`src/rtl/mem_bus_arbiter.sv`:
```
// Two-requester arbiter sharing one memory bus between instruction fetch and the memory stage.
// The granted request is held on the bus until data_ok, and only the owner sees the response.
package mem_bus_pkg;
  localparam logic [2:0] MSIZE1 = 3'd0;
  localparam logic [2:0] MSIZE2 = 3'd1;
  localparam logic [2:0] MSIZE4 = 3'd2;
  localparam logic [2:0] MSIZE8 = 3'd3;

  typedef struct packed {
    logic        valid;
    logic [63:0] addr;
  } ibus_req_t;

  typedef struct packed {
    logic        addr_ok;
    logic        data_ok;
    logic [31:0] data;
  } ibus_resp_t;

  typedef struct packed {
    logic        valid;
    logic [63:0] addr;
    logic [2:0]  size;
    logic [7:0]  strobe;
    logic [63:0] data;
  } dbus_req_t;

  typedef struct packed {
    logic        addr_ok;
    logic        data_ok;
    logic [63:0] data;
  } dbus_resp_t;
endpackage

module mem_bus_arbiter
  import mem_bus_pkg::*;
#(
  parameter int D_PRIORITY = 1
) (
  input  logic       clk,
  input  logic       reset,
  input  ibus_req_t  ireq,
  output ibus_resp_t iresp,
  input  dbus_req_t  dreq,
  output dbus_resp_t dresp,
  output dbus_req_t  oreq,
  input  dbus_resp_t oresp
);
  // state  | meaning
  // IDLE   | bus free, arbitrate on current requests
  // BUSY_I | fetch request held on the bus until data_ok
  // BUSY_D | memory-stage request held on the bus until data_ok
  typedef enum logic [1:0] {IDLE, BUSY_I, BUSY_D} state_t;

  localparam logic D_FIRST = (D_PRIORITY != 0);

  state_t    state, state_next;
  logic      last;
  dbus_req_t held;
  logic      grant_i, grant_d;

  always_ff @(posedge clk) begin
    if (reset) begin
      state <= IDLE;
      last  <= 1'b0;
      held  <= '0;
    end else begin
      state <= state_next;
      if (grant_d) begin
        held       <= dreq;
        held.valid <= 1'b1;
      end else if (grant_i) begin
        held.valid  <= 1'b1;
        held.addr   <= ireq.addr;
        held.size   <= MSIZE4;
        held.strobe <= '0;
        held.data   <= '0;
      end
      if (state != IDLE && oresp.data_ok) last <= (state == BUSY_D);
    end
  end

  always_comb begin
    state_next = state;
    grant_i    = 1'b0;
    grant_d    = 1'b0;
    case (state)
      IDLE: begin
        // On a tie, round-robin hands the grant to whoever was not served last.
        if (dreq.valid && (!ireq.valid || D_FIRST || !last)) grant_d = 1'b1;
        else if (ireq.valid) grant_i = 1'b1;
        if (grant_d) state_next = BUSY_D;
        else if (grant_i) state_next = BUSY_I;
      end
      BUSY_I, BUSY_D: if (oresp.data_ok) state_next = IDLE;
      default: state_next = IDLE;
    endcase
  end

  always_comb begin
    oreq  = '0;
    iresp = '0;
    dresp = '0;
    if (state != IDLE) begin
      oreq       = held;
      oreq.valid = 1'b1;
    end
    case (state)
      BUSY_I: begin
        iresp.addr_ok = oresp.addr_ok;
        iresp.data_ok = oresp.data_ok;
        if (oresp.data_ok) iresp.data = held.addr[2] ? oresp.data[63:32] : oresp.data[31:0];
      end
      BUSY_D: begin
        dresp.addr_ok = oresp.addr_ok;
        dresp.data_ok = oresp.data_ok;
        if (oresp.data_ok) dresp.data = oresp.data;
      end
      default: ;
    endcase
  end
endmodule

```
`config.mk`:
```
export PLATFORM = sky130hd
export DESIGN_NAME = mem_bus_arbiter
export DESIGN_NICKNAME = d
export VERILOG_FILES = /design/src/rtl/mem_bus_arbiter.sv
export SDC_FILE = /design/constraint.sdc
export NUM_CORES = 1
export LEC_CHECK = 0
export BUFFER_PORTS_ARGS = -buffer_cell sky130_fd_sc_hd__buf_2
export CORE_AREA = 8 8 192 194
export DETAILED_ROUTE_END_ITERATION = 8
export DIE_AREA = 0 0 200 202
export GPL_ROUTABILITY_DRIVEN = 0
export PLACE_DENSITY = 0.55
export SETUP_SLACK_MARGIN = 0.2
export SLEW_MARGIN = 5
export SYNTH_ARGS = -nofsm -noshare
export SYNTH_HDL_FRONTEND = slang
export SYNTH_SLANG_ARGS = --single-unit
```
`constraint.sdc`:
```
create_clock -name clk -period 3.92 [get_ports clk]
set_clock_uncertainty 0.1 [all_clocks]
set_input_delay 1.176 -clock clk [delete_from_list [all_inputs] [get_ports clk]]
set_output_delay 1.176 -clock clk [all_outputs]
set_load 0.01 [all_outputs]
```
==> impl_metrics.py, run 1 <==
metrics = {
    "synth": {
        "yosysWarnings": 0,
        "synth_compound_area_share_pct": 24.8,
        "avgSynthCellArea_um2": 8.82,
        "yosys-top-cells-count": "dfxtp_1, nor2b_1, nor2_1, a22o_1, nand2_1",
        "synth_mux_area_share_pct": 4.23,
        "synthesis.area_um2": 7570,
        "synth_fa_ha_area_share_pct": 0.992,
        "synth_xor_area_share_pct": 0,
        "syn_nets": 1137,
        "yosysTopAreaCellShare_pct": 37.3,
        "async_reset_ff_share_pct": 0,
        "yosysMostFrequentCell": "dfxtp_1",
        "postSynthCellCount": 858,
        "synth_top_family_by_area": "simple AND/OR/NAND/NOR gates",
        "synthSimpleGateAreaFrac_pct": 26.1,
        "synth-seq-cells": 141,
        "yosysSeqAreaShare_pct": 37.3,
        "synthDistinctLibCells": 26,
        "ys.flop_type": "dfxtp_1",
        "synth_edf_count": 0,
        "yosys.area.top_type": "dfxtp_1",
        "synth_area_leaders": "dfxtp_1, nor2b_1, a22o_1",
    },
    "sta": {
        "finalWorstSetupSlack_ns": 0.485,
        "totalNegativeSetupSlack_ns": 0,
        "drv_slew": 0,
        "setup_viol_count_final": 0,
        "period_minus_slack_ns": 3.44,
        "maxSlewHeadroom_pct": 41.1,
        "hold_violations": 0,
        "max_freq_ghz": 0.291,
        "fin_crit_sh_pct": 87.6,
        "tightest_slew_ns": 0.883,
        "grt_setup_unrepaired": "false",
    },
    "route": {
        "drc": 0,
        "wl_per_cell_um": 17.8,
        "num_vias": 8086,
        "ant_nets": 0,
        "firstDrtPassIters": 5,
        "totalWireLength_um": 31900,
        "drt_iter0_markers": 408,
        "post_drt_via_cell_ratio": 4.52,
    },
    "clock_tree": {
        "cts_max_path_buffers": 2,
        "cts_resized": 0,
        "clock_sinks": 141,
        "post_cts_buffers": 0,
        "ctsHtreeMaxLevel": 4,
        "holdBufCountCts": 0,
        "cts_buffers": 17,
        "cts_tree": "yes",
        "clkTransAtPathRegs_ns": 0.06,
        "insertion_delay_ns": 0.43,
        "root_buffer": "clkbuf_16",
    },
    "global_route": {
        "grt_util_all_layers_pct": 15.1,
        "grt_max_degree": 78,
        "grt_pass1_vias": 8171,
        "antenna_found_initial": 3,
        "grt_pass1_wl_um": 48100,
        "grt-ovfl-total": 0,
    },
    "floorplanning": {
        "fp.coreArea_um2": 33900,
        "die_h_um": 202,
        "start_util_pct": 22.3,
        "rows": 68,
        "ios": 513,
        "die-area_um2": 40400,
        "die_x_um": 200,
    },
    "power_and_ir_drop": {
        "p_leak_nw": 5.56,
        "p_per_area_nw_per_um2": 405,
        "ir_worst_vdd_mv": 0.289,
    },
    "setup_path": {
        "reg2reg_slack_ns": 1.51,
        "arrival_ns": 2.16,
        "r2r_start": "state[0]$_SDFFE_PP0P_",
        "cp_top_family": "buffers and inverters",
        "crit_chain": "buf_2 -> nand2_1 -> buf_4 -> nor2_1 -> buf_2",
        "cp_data_required_time_ns": 2.64,
        "endpoint_kind": "output pin",
        "r2r_end": "held[18]$_SDFFE_PP0P_",
        "path_buf_inv": 3,
        "crit_path_max_fanout": 29,
        "slowest_delay_ns": 0.34,
        "startpoint_type": "input pin",
        "cp-endpoint": "iresp[16]",
        "cp_num_cells": 5,
        "path_class": "in -> out",
        "crit_path_start": "oresp[64]",
        "critPathSlowestCell": "buf_2",
        "reg2regPathDepth": 7,
        "cpMostUsedCell": "buf_2",
    },
    "place": {
        "dp_hpwl_um": 24200,
        "pre_cts_ws_ns": 0.509,
        "io_buffers": 512,
    },
    "layout": {
        "drive_gt1_share_pct": 49.4,
        "num-fill-cells": 3624,
        "num-nets-final": 1596,
        "area_growth_pct": 46.6,
    },
    "outcome": {
        "status": "completed",
    },
    "flow_run": {
        "drv_cap": 0,
    },
    "worst_hold_path": {
        "hold_class": "reg -> reg",
    },
}
==> flip-flops by register name, summed over array words and instances (netlist names) <==
signal  flops
held      139
state       2
==> through the flow <==
| step | instance area, µm² | power (mW) | util [%] | std cells | hold slack [ns] |
|---|---|---|---|---|---|
| 2_1_floorplan | 7570 | 2.39 | - | 858 | 0.332 |
| 3_3_place_gp | 10500 | 2.83 | 30.9 | 1753 | 0.343 |
| 3_5_place_dp | 10500 | 2.84 | 30.9 | 1753 | 0.345 |
| 4_1_cts | 11100 | 4.57 | 32.7 | 1785 | 0.357 |
| 5_1_grt | 11100 | 4.74 | 32.7 | 1786 | 0.377 |
| 6_report | 11100 | 4.49 | 32.7 | 1788 | 0.355 |
==> worst min-delay path: cells and delay by family, from the launching register on <==
kind,cells,cell delay (ns)
AO/OA/AOI/OAI,1,0.05
flip-flops,1,0.31
AND/OR/NAND/NOR,1,0.05
==> kinds of logic after synthesis <==
family	Yosys count
flops	141
fa+ha+maj	6
simple gates	381
buf+inv	92
mux	32
compound gates	206
==> cells in the final DEF (no fill, tap or decap), types with 3 or more instances in the layout <==
cell,count
nor2b_1,139
a211oi_2,51
a22o_1,74
nand2_1,66
ha_1,5
inv_6,3
buf_4,10
bufinv_16,3
and3_1,64
nand2b_1,3
a211oi_1,14
dfxtp_1,140
nor2_1,97
clkbuf_16,17
a21oi_1,26
and2_1,4
mux2i_1,32
diode_2,3
buf_12,8
a21oi_2,40
buf_2,511
inv_1,3
==> where the power goes <==
part           switching (mW)  internal, mW
sequential             0.0815          1.58
clock                   0.666          1.02
combinational           0.653         0.491
total                    1.40          3.09
==> routing by layer <==
layer	wire, µm	global-route usage (%)
met5	12	0
met2	14400	23.2
met3	3620	6.35
met4	737	5.34
met1	13100	18.5
==> worst min path at each step <==
stage                                      start                     end  cells past startpoint
final                     held[119]$_SDFFE_PP0P_  held[119]$_SDFFE_PP0P_                      2
after global routing        held[8]$_SDFFE_PP0P_    held[8]$_SDFFE_PP0P_                      1
after CTS                 held[120]$_SDFFE_PP0P_  held[120]$_SDFFE_PP0P_                      2
after detailed placement  held[120]$_SDFFE_PP0P_  held[120]$_SDFFE_PP0P_                      2
after global placement    held[113]$_SDFFE_PP0P_  held[113]$_SDFFE_PP0P_                      2
after floorplan           held[110]$_SDFFE_PP0P_  held[110]$_SDFFE_PP0P_                      2
==> cell type report <==
cell class | count | area [µm²] | area share, %
Antenna cell | 3 | 7.51 | 0.0677
Clock buffer | 20 | 447 | 4.03
Clock inverter | 12 | 159 | 1.43
Inverter | 3 | 11.3 | 0.101
Multi-Input combinational cell | 625 | 4290 | 38.6
Sequential cell | 141 | 2820 | 25.5
Tap cell | 455 | 569 | 5.13
Timing Repair Buffer | 529 | 2790 | 25.2
(Power assumes the default switching activity.)
==> run 2: changes to the inputs <==
--- a/config.mk
+++ b/config.mk
@@ -5,12 +5,13 @@
 export SDC_FILE = /design/constraint.sdc
 export NUM_CORES = 1
 export LEC_CHECK = 0
+export ABC_AREA = 1
 export BUFFER_PORTS_ARGS = -buffer_cell sky130_fd_sc_hd__buf_2
 export CORE_AREA = 8 8 192 194
 export DETAILED_ROUTE_END_ITERATION = 8
 export DIE_AREA = 0 0 200 202
 export GPL_ROUTABILITY_DRIVEN = 0
-export PLACE_DENSITY = 0.55
+export PLACE_DENSITY = 0.57
 export SETUP_SLACK_MARGIN = 0.2
 export SLEW_MARGIN = 5
 export SYNTH_ARGS = -nofsm -noshare
==> run 2 against run 1 <==
Compared with the run above:
- critical path type unchanged
- synthesized cell count rose by 66%
- sequential share of layout area fell by 1.2 points
- power rose by 9.2%
==> impl_metrics.py, run 2 <==
metrics = {
    "clock_tree": {
        "insertion_delay_ns": 0.43,
        "root_buffer": "clkbuf_16",
        "cts_resized": 0,
        "cts_max_path_buffers": 2,
        "ctsHtreeMaxLevel": 4,
        "holdBufCountCts": 0,
        "clock_sinks": 141,
        "clkTransAtPathRegs_ns": 0.06,
        "cts_buffers": 17,
        "cts_tree": "yes",
        "post_cts_buffers": 0,
    },
    "synth": {
        "synthesis.area_um2": 8180,
        "postSynthCellCount": 1428,
        "avgSynthCellArea_um2": 5.73,
        "yosysSeqAreaShare_pct": 34.5,
        "synth-seq-cells": 141,
        "async_reset_ff_share_pct": 0,
        "yosys.area.top_type": "dfxtp_1",
        "yosysTopAreaCellShare_pct": 34.5,
        "yosysWarnings": 0,
        "yosysMostFrequentCell": "nand2_1",
        "synth_area_leaders": "dfxtp_1, nand2_1, nor2_1",
        "ys.flop_type": "dfxtp_1",
        "synthDistinctLibCells": 15,
        "yosys-top-cells-count": "nand2_1, nor2_1, inv_1, dfxtp_1, nand3_1",
        "synth_edf_count": 0,
        "syn_nets": 1707,
    },
    "sta": {
        "tightest_slew_ns": 1.01,
        "drv_slew": 0,
        "setup_viol_count_final": 0,
        "max_freq_ghz": 0.283,
        "period_minus_slack_ns": 3.53,
        "fin_crit_sh_pct": 90.0,
        "hold_violations": 0,
        "totalNegativeSetupSlack_ns": 0,
        "maxSlewHeadroom_pct": 32.6,
        "grt_setup_unrepaired": "false",
    },
    "power_and_ir_drop": {
        "p_total_mw": 4.91,
        "p_leak_nw": 6.60,
        "ir_worst_vdd_mv": 0.309,
        "p_per_area_nw_per_um2": 422,
    },
    "floorplanning": {
        "start_util_pct": 24.1,
        "rows": 68,
        "die_h_um": 202,
        "ios": 513,
        "die-area_um2": 40400,
        "die_x_um": 200,
        "fp.coreArea_um2": 33900,
    },
    "setup_path": {
        "path_class": "in -> out",
        "r2r_start": "state[1]$_SDFFE_PP0P_",
        "reg2reg_slack_ns": 1.49,
        "r2r_end": "held[122]$_SDFFE_PP0P_",
        "endpoint_kind": "output pin",
        "arrival_ns": 2.25,
        "crit_path_max_fanout": 32,
        "cp_data_required_time_ns": 2.64,
        "reg2regPathDepth": 9,
        "startpoint_type": "input pin",
    },
    "layout": {
        "final_common_cell": "buf_2",
        "largest_reg_flops": 139,
        "num-nets-final": 2146,
        "design_area_um2": 11600,
        "utilization_pct": 34.3,
        "drive_gt1_share_pct": 30.0,
        "area_growth_pct": 42.1,
        "final_cell_mix": "buf_2, nand2_1, nor2_1",
        "num-fill-cells": 3848,
        "top_regs": "held (139), state (2)",
        "top_register": "held",
    },
    "worst_hold_path": {
        "hold-path-endpoint": "held[73]$_SDFFE_PP0P_",
        "min-delay-start": "held[73]$_SDFFE_PP0P_",
        "hold_depth": 2,
        "hold_class": "reg -> reg",
    },
    "route": {
        "totalWireLength_um": 34700,
        "drc": 0,
        "wl_per_cell_um": 14.9,
        "wl_met3_um": 2760,
        "firstDrtPassIters": 5,
        "drt_iter0_markers": 590,
        "dr_wl_met2_um": 16100,
        "num_vias": 10000,
        "post_drt_via_cell_ratio": 4.30,
        "ant_nets": 0,
        "wl_met1_um": 15100,
        "maxUsedRoutingLayer": "met4",
    },
    "place": {
        "io_buffers": 512,
        "dp_hpwl_um": 25700,
        "dpl_cell_area_um2": 11000,
    },
    "flow_run": {
        "drv_cap": 0,
    },
    "global_route": {
        "grt-ovfl-total": 0,
        "grt_pass1_vias": 9661,
        "grt_pass1_wl_um": 53500,
        "grt_util_all_layers_pct": 16.5,
        "grt_max_degree": 157,
        "antenna_found_initial": 2,
    },
    "outcome": {
        "status": "completed",
    },
}
-- run 2: changes by cell type in the layout (fill, tap and decap cells not counted), sizes merged, moves of 64 or more --
cell    delta
a22o      -74
nand2    +277
nor2b    -139
nand3    +138
and3      -64
a211oi    -65
nor2     +236
inv      +213
-- run 2: worst max path at each step --
stage,from,endpoint,slack [ns]
global placement,oresp[64],iresp[7],0.47
detailed placement,oresp[64],iresp[13],0.43
global route,oresp[64],iresp[19],0.27
finish,oresp[64],iresp[13],0.39
floorplan,oresp[64],iresp[10],0.82
CTS,oresp[64],iresp[13],0.41
-- run 2: power breakdown --
group | leakage, nW | total [mW] | switching [mW] | internal [mW]
Combinational | 5.16 | 1.55 | 1.01 | 0.547
Clock | 0.279 | 1.66 | 0.683 | 0.973
Sequential | 1.16 | 1.69 | 0.0834 | 1.61
Total | 6.60 | 4.91 | 1.77 | 3.13
-- run 2: cells by family after synthesis --
kind of cell,Yosys count,synth area share (%)
AND/OR/NAND/NOR,817,39.7
buffers and inverters,322,16.2
AO/OA/AOI/OAI,142,8.68
flip-flops,141,34.5
adder cells (fa/ha/maj),6,0.917
-- run 2: worst max-delay path, cell delays in order --
cell	delay, ns
buf_2	0.14
nand2_1	0.06
inv_1	0.06
buf_4	0.29
o21ai_0	0.17
a21oi_1	0.18
buf_2	0.16
-- run 2: metal layers --
layer / GRT usage (%) / up-vias
met4: 5.57 / 0
met5: 0 / -
li1: - / 5147
met1: 21.3 / 4482
met3: 3.88 / 45
met2: 26.4 / 373
-- run 2: through the flow --
stage / instances / setup slack (ns) / hold slack, ns
4_1_cts: 2333 / 0.415 / 0.382
3_5_place_dp: 2303 / 0.426 / 0.370
3_3_place_gp: 2303 / 0.473 / 0.358
2_1_floorplan: 1428 / 0.818 / 0.342
5_1_grt: 2335 / 0.268 / 0.397
6_report: 2335 / 0.391 / 0.379
-- run 2: cell type report --
type	instances	area (µm²)	share of cell area, %
diodes	2	5.00	0.0430
clock buffers	19	453	3.90
clock inverters	11	135	1.16
inverters	216	813	6.99
multi-input cells	965	4060	34.9
flip-flops and latches	141	2820	24.3
well taps	455	569	4.90
repair buffers	526	2770	23.8
